### src/rtl/csa_final_adder_pkg.sv
// Shared types and helpers for the segmented carry-save final adder.
package csa_final_adder_pkg;

    typedef enum logic [1:0] {
        IDLE = 2'd0,
        ADD  = 2'd1,
        DONE = 2'd2
    } state_e;

    function automatic int num_seg(input int output_width, input int seg_width);
        return (output_width + seg_width - 1) / seg_width;
    endfunction

endpackage

### src/rtl/csa_final_adder_seg_adder.sv
// Combinational SegWidth-bit adder with carry in/out, reused every ADD cycle.
module seg_adder #(
    parameter int SegWidth = 8
) (
    input  logic [SegWidth-1:0] a_i,
    input  logic [SegWidth-1:0] b_i,
    input  logic                cin_i,
    output logic [SegWidth-1:0] sum_o,
    output logic                cout_o
);

    assign {cout_o, sum_o} = (SegWidth+1)'(a_i) + (SegWidth+1)'(b_i) + (SegWidth+1)'(cin_i);

endmodule

### src/rtl/csa_final_adder.sv
// Resolves a carry-save pair into a binary sum, SegWidth bits per cycle,
// with valid/ready handshakes on both sides.
module csa_final_adder
    import csa_final_adder_pkg::*;
#(
    parameter int OutputWidth = 16,
    parameter int SegWidth    = 8
) (
    input  logic                   clk,
    input  logic                   rst_n,
    input  logic                   in_valid,
    output logic                   in_ready,
    input  logic [OutputWidth-1:0] vector0,
    input  logic [OutputWidth-1:0] vector1,
    output logic                   out_valid,
    input  logic                   out_ready,
    output logic [OutputWidth-1:0] sum,
    output logic                   carry_out
);

    localparam int NumSeg = num_seg(OutputWidth, SegWidth);
    localparam int CntW   = $clog2(NumSeg + 1);
    localparam int LastW  = OutputWidth - (NumSeg - 1) * SegWidth;
    localparam int ExtW   = OutputWidth + SegWidth;
    localparam logic [CntW-1:0] LastSeg = CntW'(NumSeg - 1);

    state_e                 state_q, state_d;
    logic [OutputWidth-1:0] op0_q, op0_d, op1_q, op1_d;
    logic [OutputWidth-1:0] sum_q, sum_d;
    logic                   carry_q, carry_d;
    logic                   cout_q, cout_d;
    logic [CntW-1:0]        cnt_q, cnt_d;

    // Zero-extended views let the partial top segment use the same part-select.
    logic [ExtW-1:0]     op0_ext, op1_ext, sum_ext;
    logic [SegWidth-1:0] seg_a, seg_b, seg_s;
    logic                seg_c;
    logic                unused_sum_hi;
    int                  base;

    always_comb begin
        base    = int'(cnt_q) * SegWidth;
        op0_ext = ExtW'(op0_q);
        op1_ext = ExtW'(op1_q);
        seg_a   = op0_ext[base +: SegWidth];
        seg_b   = op1_ext[base +: SegWidth];
        sum_ext = ExtW'(sum_q);
        sum_ext[base +: SegWidth] = seg_s;
    end

    assign unused_sum_hi = ^sum_ext[ExtW-1:OutputWidth];

    seg_adder #(.SegWidth(SegWidth)) u_seg_adder (
        .a_i    (seg_a),
        .b_i    (seg_b),
        .cin_i  (carry_q),
        .sum_o  (seg_s),
        .cout_o (seg_c)
    );

    always_comb begin
        state_d = state_q;
        op0_d   = op0_q;
        op1_d   = op1_q;
        sum_d   = sum_q;
        carry_d = carry_q;
        cout_d  = cout_q;
        cnt_d   = cnt_q;
        unique case (state_q)
            IDLE: begin
                if (in_valid) begin
                    op0_d   = vector0;
                    op1_d   = vector1;
                    carry_d = 1'b0;
                    cnt_d   = '0;
                    state_d = ADD;
                end
            end
            ADD: begin
                sum_d   = sum_ext[OutputWidth-1:0];
                carry_d = seg_c;
                if (cnt_q == LastSeg) begin
                    // In a partial top segment the carry out of bit OutputWidth-1
                    // lands in the first padding bit of the segment sum.
                    cout_d  = (LastW == SegWidth) ? seg_c : seg_s[LastW % SegWidth];
                    state_d = DONE;
                end else begin
                    cnt_d = cnt_q + 1'b1;
                end
            end
            DONE: begin
                if (out_ready) state_d = IDLE;
            end
            default: state_d = IDLE;
        endcase
    end

    always_ff @(posedge clk or negedge rst_n) begin
        if (!rst_n) begin
            state_q <= IDLE;
            op0_q   <= '0;
            op1_q   <= '0;
            sum_q   <= '0;
            carry_q <= 1'b0;
            cout_q  <= 1'b0;
            cnt_q   <= '0;
        end else begin
            state_q <= state_d;
            op0_q   <= op0_d;
            op1_q   <= op1_d;
            sum_q   <= sum_d;
            carry_q <= carry_d;
            cout_q  <= cout_d;
            cnt_q   <= cnt_d;
        end
    end

    assign in_ready  = (state_q == IDLE);
    assign out_valid = (state_q == DONE);
    assign sum       = sum_q;
    assign carry_out = cout_q;

endmodule
### config.mk
export PLATFORM = sky130hd
export DESIGN_NAME = csa_final_adder
export DESIGN_NICKNAME = d
export VERILOG_FILES = /design/src/rtl/csa_final_adder_pkg.sv /design/src/rtl/csa_final_adder_seg_adder.sv /design/src/rtl/csa_final_adder.sv
export SDC_FILE = /design/constraint.sdc
export NUM_CORES = 1
export LEC_CHECK = 0
export ABC_AREA = 1
export ABC_CLOCK_PERIOD_IN_PS = 2700
export CORE_ASPECT_RATIO = 2
export CORE_MARGIN = 2
export CORE_UTILIZATION = 40
export CTS_CLUSTER_SIZE = 30
export DETAILED_ROUTE_END_ITERATION = 8
export GPL_ROUTABILITY_DRIVEN = 0
export PLACE_DENSITY = 0.71
export REMOVE_ABC_BUFFERS = 1
export SLEW_MARGIN = 20
export SYNTH_ARGS = -nofsm -noshare
export SYNTH_HDL_FRONTEND = slang
export SYNTH_HIERARCHICAL = 1
export SYNTH_SLANG_ARGS = --single-unit
### constraint.sdc
create_clock -name clk -period 2.7 [get_ports clk]
set_input_delay 0.54 -clock clk [delete_from_list [all_inputs] [get_ports clk]]
set_output_delay 0.54 -clock clk [all_outputs]
set_load 0.01 [all_outputs]
==> impl_metrics.json, run 1 <==
{
  "status": "complete, no violations",
  "clock_latency_ps": 290,
  "cts.clk_slew.worst_paths_ps": 70,
  "design.core.area_sq_um": 6940,
  "p_per_area_nw_per_um2": 1260,
  "cts_setup_buffers": 0,
  "critical_path_buf_inv_count": 0,
  "slowest_stage": "fa_1",
  "ys_types": 26,
  "antennaDiodeCount": 0,
  "synth_seq_cells": 54,
  "path_cells": "o21ai_0 -> nor2_1 -> fa_1 -> fa_1 -> nand2_1 -> nand2_1 -> nand3b_1 -> nand2_1 -> nand2_1 -> nand2_1 -> nand2_1 -> nor2_1 -> nand2_1 -> nand2_1",
  "die_area_sq_um": 7950,
  "worst_pin_slew_ps": 440,
  "die_x_um": 64.1,
  "route.detailed.drc": 0,
  "crit_start": "cnt_q[0]",
  "final_nets": 477,
  "relSlewSlack_pct": 70.6,
  "pin_count": 55,
  "synth_cells": 375,
  "first_pass_iters": 4,
  "period_needed_ps": 2390,
  "worstPathRequired_ps": 2890,
  "initial_core_util_pct": 41.6,
  "gr-total-overflow": 0,
  "cts-root-buf": "clkbuf_16",
  "via_per_inst": 4.83,
  "grt_util_all_layers_pct": 16.7,
  "hold_buffers": 0,
  "layout-drive-gt1-share_pct": 6.05,
  "reg2reg_depth": 14,
  "vias": 2513,
  "cap_viol_max_count": 0,
  "worstReg2RegEnd": "sum[6]",
  "row_count": 43,
  "max_stage_delay_ps": 470,
  "reg2reg_slack_ps": 310,
  "hold_path_class": "input pin to asynchronous set/reset pin",
  "cts-buffers-inserted": 5,
  "grt_antenna_before_repair": 0,
  "criticalPathCategory": "flip-flop to flip-flop",
  "finalSetupViolCount": 0,
  "yosys_warnings": 6,
  "htreeDepth": 2,
  "numPortBuffers": 54,
  "cp.arrival_ps": 2580,
  "tns_ps": 0,
  "p_leak_nw": 1.94,
  "cts_tree": "yes",
  "grt_pass1_vias": 2400,
  "drt-initial-drc-count": 80,
  "crit_path_frequent_cell": "nand2_1",
  "syn2layout_area_growth_pct": 27.0,
  "synth_area_sq_um": 2890,
  "grt_max_degree": 37,
  "dp_hpwl_mm": 4.80,
  "grt_pass1_wl_mm": 10.4,
  "cts_max_path_buffers": 2,
  "syn_avg_cell_area_sq_um": 7.69,
  "critPathLaunchType": "flip-flop",
  "crit_family": "adder cells",
  "end_kind": "flip-flop",
  "clock-sinks": 54,
  "cp_max_fo": 4,
  "wl_per_cell_um": 11.9,
  "skew_ps": 5.15,
  "fmax_mhz": 418,
  "power_mw": 4.63,
  "finalWirelength_mm": 6.18,
  "die_h_um": 124,
  "rr_startpoint": "cnt_q[0]",
  "hold_violations": 0,
  "yosysSeqAreaShare_pct": 46.8,
  "ctsResizeCount": 0,
  "ir_drop_v": 0.000488,
  "ant_nets": 0,
  "drv_slew": 0,
  "fin_crit_sh_pct": 88.6,
  "rsz0062_at_grt": "false"
}
[state kept, by name, indices dropped and copies added, names as in the netlist]
name,cells
carry_out,1
carry_q,1
cnt_q,2
op0_q,16
op1_q,16
state_q,2
sum,16
[layout by cell type, fill, tap and decap left out, types with 5 or more instances in the layout]
master / instances
nand2_1: 149
dfrtp_1: 54
clkdlybuf4s50_1: 53
nand3_1: 48
nor2_1: 43
inv_1: 17
o21ai_0: 16
ha_1: 10
buf_4: 8
clkbuf_16: 5
[layer usage]
layer,routed length (um),track usage [%]
met1,2320,16.4
met3,190,2.44
met2,3450,32.0
met4,214,10.6
met5,0,0
[stage by stage]
stage / cell area [sq um] / hold slack, ps / cells / utilization [%] / worst slack (ps)
floorplan: 2810 / 244 / 360 / - / 177
global placement: 3520 / 402 / 512 / 50.7 / 426
detailed placement: 3520 / 407 / 512 / 50.7 / 338
CTS: 3660 / 90.2 / 520 / 52.8 / 321
global route: 3660 / 101 / 520 / 52.8 / 148
finish: 3660 / 89.8 / 520 / 52.8 / 307
[cell usage after synthesis (all sizes together)]
library cell / number / area (sq um)
buf: 10 / 57.6
ha: 10 / 125
xnor2: 1 / 8.76
o21ai: 16 / 80.1
dfrtp: 54 / 1350
a21oi: 3 / 15.0
nor3: 1 / 5.00
fa: 2 / 40.0
clkbuf: 5 / 18.8
nor2: 47 / 224
or2: 1 / 6.26
o31ai: 1 / 7.51
inv: 20 / 82.6
nand4: 1 / 6.26
nand3b: 1 / 7.51
nand3: 49 / 250
nand2: 151 / 582
xor2: 2 / 17.5
[kinds of logic (layout without fill, tap and decap cells)]
| logic type | Yosys count | in the layout | share of synthesized area, % |
|---|---|---|---|
| flip-flops | 54 | 54 | 46.8 |
| AO/OA/AOI/OAI | 20 | 20 | 3.56 |
| adder cells (fa/ha/maj) | 12 | 12 | 5.72 |
| AND/OR/NAND/NOR | 251 | 251 | 37.5 |
| buffers and inverters | 35 | 90 | 5.51 |
| XOR/XNOR | 3 | 3 | 0.911 |
[area by class of cell]
| cell class | instances | area (sq um) |
|---|---|---|
| Fill cell | 662 | 3280 |
| Multi-Input combinational cell | 286 | 1380 |
| Sequential cell | 54 | 1350 |
| Timing Repair Buffer | 62 | 596 |
| Clock buffer | 7 | 143 |
| Tap cell | 90 | 113 |
| Inverter | 20 | 82.6 |
| Clock inverter | 1 | 5.00 |
[worst max path at each step]
| stage | endpoint | slack (ps) | cells after the start |
|---|---|---|---|
| final | sum[6] | 310 | 14 |
| after global routing | sum[6] | 150 | 14 |
| after CTS | sum[6] | 320 | 14 |
| after detailed placement | sum[6] | 340 | 14 |
| after global placement | sum[6] | 430 | 14 |
| after floorplan | sum[6] | 180 | 15 |
[report_power, final]
part	switching, mW	internal (mW)
logic	1.63	1.02
clock network	0.271	0.368
registers	0.201	1.14
total	2.10	2.53
No activity file was read; power rests on OpenSTA's default activity.
==> run 2, diff against run 1 <==
Settings changed: GPL_TIMING_DRIVEN set to 0.
==> run 2 against run 1 <==
  * Fmax decreased by 7.4%
  * Global-route usage is 0.20 points lower
  * First-iteration DRC count is 80% higher
  * Critical path depth is 12 lower
  * Non-clock buffer count fell by 5
  * Combinational power down 2%
  * Die area is the same
==> impl_metrics.json, run 2 (synthesized netlist as in run 1, its figures left out) <==
{
  "status": "complete, no violations",
  "cts_tree": "yes",
  "row_count": 43,
  "grt_pass1_vias": 2426,
  "cts_max_path_buffers": 2,
  "first_pass_iters": 4,
  "final_nets": 472,
  "die_area_sq_um": 7950,
  "period_needed_ps": 2580,
  "die_h_um": 124,
  "hold_violations": 0,
  "via_per_inst": 4.78,
  "skew_ps": 2.66,
  "crit_end": "in_ready",
  "cts-buffers-inserted": 5,
  "finalSetupViolCount": 0,
  "final-seq-area_sq_um": 1360,
  "drt-initial-drc-count": 144,
  "reg2reg_slack_ps": 200,
  "rsz0062_at_grt": "false",
  "multi_input_area_sq_um": 1380,
  "fin_crit_sh_pct": 95.7,
  "dp.cells": 504,
  "relSlewSlack_pct": 50.6,
  "die_x_um": 64.1,
  "grt_pass1_wl_mm": 10.2,
  "route.detailed.drc": 0,
  "layout_common_cells": "nand2_1, dfrtp_1, clkdlybuf4s50_1",
  "syn2layout_area_growth_pct": 25.5,
  "criticalPathCategory": "flip-flop to output pin",
  "whs_ps": 274,
  "cts-root-buf": "clkbuf_16",
  "clock_latency_ps": 290,
  "design.core.area_sq_um": 6940,
  "rr_startpoint": "cnt_q[0]",
  "grt_max_degree": 55,
  "instances_no_fill": 514,
  "worst_pin_slew_ps": 739,
  "reg2reg_depth": 15,
  "numPortBuffers": 54,
  "cts.clk_slew.worst_paths_ps": 60,
  "fmax_mhz": 387,
  "pin_count": 55,
  "tns_ps": 0,
  "initial_core_util_pct": 41.6,
  "crit_start": "state_q[0]",
  "end_kind": "output pin",
  "worstReg2RegEnd": "sum[6]",
  "cap_viol_max_count": 0,
  "p_leak_nw": 1.91,
  "critPathLaunchType": "flip-flop",
  "finalWirelength_mm": 6.02,
  "worstPathRequired_ps": 2160,
  "dp_hpwl_mm": 4.37,
  "grt_util_all_layers_pct": 16.5,
  "nFillCells": 694,
  "cp_max_fo": 34,
  "fin_area_sq_um": 3620,
  "p_per_area_nw_per_um2": 1260,
  "layout_commonest_cell": "nand2_1",
  "hold_path_class": "input pin to asynchronous set/reset pin",
  "ir_drop_v": 0.000549,
  "wl_per_cell_um": 11.7,
  "cp.arrival_ps": 2040,
  "dpl_cell_area_sq_um": 3460,
  "gr-total-overflow": 0,
  "drv_slew": 0,
  "vias": 2456,
  "layout-drive-gt1-share_pct": 5.66,
  "htreeDepth": 2,
  "ant_nets": 0,
  "clock-sinks": 54,
  "grt_antenna_before_repair": 0,
  "antennaDiodeCount": 0
}
[run 2: cell type report]
class                           count  share of cell area [%]
Clock inverter                      2                   0.276
Clock buffer                        5                    3.45
Multi-Input combinational cell    286                    38.0
Timing Repair Buffer               57                    15.3
Tap cell                           90                    3.11
Inverter                           20                    2.45
Sequential cell                    54                    37.4
[run 2: how the worst min path moves through the flow]
stage	cells past startpoint	end
after global placement	2	op1_q[5]
after floorplan	0	carry_out
after CTS	1	op1_q[8]
final	1	op1_q[9]
after global routing	1	op0_q[11]
after detailed placement	2	op0_q[6]
[run 2: layer usage]
layer  wire length, um  vias up  GRT usage [%]  part of all wire [%]
met5                 0        -              0                     0
met4               145        0           9.10                   2.4
met3               190        9           2.89                   3.2
met2              3450       45           32.0                    57
met1              2240     1127           16.1                    37
li1                  -     1275              -                     -
[run 2: repair_timing]
action,in CTS,in global routing
endpoints found under the setup margin,9,5
setup buffers,0,3
hold buffers,0,0
hold endpoints to repair,0,0
gates resized for setup,3,1
[run 2: worst max-delay path, cell delays in order, from the launching register on]
cell and delay, ps:
dfrtp_1 480, nor2_4 600, clkdlybuf4s50_1 670
[run 2: through the flow]
step | utilization, % | worst slack [ps] | power, mW
CTS | 51.9 | 64.5 | 4.58
floorplan | - | 177 | 3.22
global route | 52.2 | 6.69 | 5.03
finish | 52.2 | 115 | 4.56
global placement | 49.9 | -460 | 3.87
detailed placement | 49.8 | -399 | 3.94
[run 2: where the power goes]
| group | internal (mW) | leakage (nW) | switching (mW) |
|---|---|---|---|
| Sequential | 1.15 | 0.693 | 0.214 |
| Clock | 0.335 | 0.0694 | 0.273 |
| Combinational | 1.00 | 1.14 | 1.59 |
==> variant (flow settings as in run 1) <==
Re-encode `state_e` (3 states) as one-hot, 3 bits wide.
--- a/src/rtl/csa_final_adder_pkg.sv
+++ b/src/rtl/csa_final_adder_pkg.sv
@@ -3,6 +3,6 @@
 
-    typedef enum logic [1:0] {
-        IDLE = 2'd0,
-        ADD  = 2'd1,
-        DONE = 2'd2
+    typedef enum logic [2:0] {
+        IDLE = 3'b001,
+        ADD  = 3'b010,
+        DONE = 3'b100
     } state_e;
Check against the original RTL: same outputs for any inputs over 10 cycles, from zero or initial values and one cycle with rst_n low; not proved beyond that.
==> variant against run 1 <==
  * Sequential cell count grew 1
  * Worst setup slack improved by 0.022 ns
  * Largest power group unchanged
  * Cell area grew 1.1%
  * Wire length shrank 8.0%
  * Clock power is 30% higher
  * Cell count is 3.5% lower
  * Area after synthesis increased by 1.3%
  * Critical path depth shrank 3
  * Non-clock buffer count fell by 3
  * Utilization is 1.0 points lower
  * Critical endpoint is now sum[14]$_DFFE_PN0P_
  * Power is 6.0% higher
==> variant: results (changes against run 1) <==
The logs give 0.169 (+0.031) for the clock network fraction of total power and 0.001281 mm² (-6.8%) for the area of the multi-input gates. The proportion of total power due to net switching works out to 0.4368 (-0.01684). The final hold slack is 0.2579 ns (+0.1680 ns), and the first-pass GRT wire length is 9970 µm (-3.7%). The all-layer global routing usage came out at 0.1558 (-0.01161).

The placed cell count is 494 (-3.5%). The routed length per placed instance works out to 11.32 µm (-4.7%). After synthesis, the most frequently instantiated cells are 121 x sky130_fd_sc_hd__nand2_1, 54 x sky130_fd_sc_hd__dfrtp_1, 36 x sky130_fd_sc_hd__inv_1, 28 x sky130_fd_sc_hd__o21ai_0, 19 x sky130_fd_sc_hd__a21oi_1. Slowest cell on the critical path: sky130_fd_sc_hd__dfrtp_1. The largest stage delay on the critical path came out at 0.44 ns (-0.03 ns). The area share of xor/xnor cells in the synthesized design works out to 0.008994 (-0.0001131).

For the detailed router's first-iteration violation count, the log shows 146 (+83%). The final net count is 458 (-4.0%), and the synthesized-area fraction occupied by adder cells is 0.06081 (+0.003572). The power drawn by the clock network was 0.828 mW (+30%). The share of cells above drive strength 1 was 0.06829 (+0.007828).

The run gives 0.5996 mV (+23%) as the worst vdd rail ir drop. The final HPWL from detailed placement was 4310 µm (-10%). The pin count of the biggest net entering global routing was 49 (+32%). The part of the total power dissipated in sequential elements was 0.261 (-0.029); the post-place instance area was 0.003512 mm² (-0.14%). The logs give 5682 µm (-8.0%) for the aggregate routed wire length and 29 (+12%) for the number of unique standard cell types used by synthesis.

The run gives 2 (unchanged) as the number of levels the H-tree was split into. The tools report the setup fix buffers added after clock tree synthesis as 0 (unchanged). The filler cell count in the final layout was 708 (+6.9%); the worst slack at placement was 0.3288 ns (-0.008963 ns). The number of instances in the synthesized netlist is 359 (-4.3%), and the worst-case reg-to-reg path depth is 11 (-3). The run gives 0.4715 (+0.003177) as the share of synthesized area occupied by flip-flops and latches.

By area the synthesized netlist is led by sky130_fd_sc_hd__dfrtp_1 46%, sky130_fd_sc_hd__nand2_1 16%, sky130_fd_sc_hd__o21ai_0 4.8%, sky130_fd_sc_hd__ha_1 4.7%, sky130_fd_sc_hd__inv_1 4.6%. Number of global-route vias before repair: 2,306 (-3.9%). Worst-margin pin slew: 0.6978 ns (+0.2583 ns). Final worst clock skew: 0.005217 ns (+0.00006539 ns). The reg-to-reg endpoint is sum[14]$_DFFE_PN0P_. The run finished with clean final reports. The detail-routed via count per cell was 4.775 (-1.2%); the area fraction in compound gates after synthesis was 0.1225 (+0.08692).
-- variant: cell count changes in the layout (fill, tap and decap cells not counted), moves of 12 or more --
cell                      delta
sky130_fd_sc_hd__nand2_1    -28
sky130_fd_sc_hd__a21oi_1    +16
sky130_fd_sc_hd__o21ai_1    +16
sky130_fd_sc_hd__nand4_1    +15
sky130_fd_sc_hd__o21ai_0    +12
sky130_fd_sc_hd__nor2_1     -35
sky130_fd_sc_hd__inv_1      +19
sky130_fd_sc_hd__nand3_1    -39
-- variant: how the worst max path moves through the flow --
| stage | from | endpoint | slack [ns] | depth (start not counted) |
|---|---|---|---|---|
| floorplan | cnt_q[0]$_DFFE_PN0P_ | sum[14]$_DFFE_PN0P_ | 0.03 | 10 |
| global placement | cnt_q[0]$_DFFE_PN0P_ | sum[14]$_DFFE_PN0P_ | 0.41 | 11 |
| detailed placement | cnt_q[0]$_DFFE_PN0P_ | sum[14]$_DFFE_PN0P_ | 0.33 | 11 |
| CTS | cnt_q[0]$_DFFE_PN0P_ | sum[14]$_DFFE_PN0P_ | 0.32 | 11 |
| global route | cnt_q[0]$_DFFE_PN0P_ | sum[14]$_DFFE_PN0P_ | 0.14 | 11 |
| finish | cnt_q[0]$_DFFE_PN0P_ | sum[14]$_DFFE_PN0P_ | 0.33 | 11 |
-- variant: area by class of cell --
cell class | count | share of cell area
Sequential cell | 55 | 0.3718
Multi-Input combinational cell | 248 | 0.3458
Timing Repair Buffer | 59 | 0.1581
Inverter | 40 | 0.04120
Clock buffer | 5 | 0.03377
Tap cell | 92 | 0.03107
Clock inverter | 3 | 0.01824
-- variant: per-layer routing --
metal	track usage	vias up	part of all wire
met5	0	-	0
met4	0.07259	0	0.031
li1	-	1256	-
met1	0.1827	1068	0.43
met2	0.2665	63	0.50
met3	0.03162	10	0.041
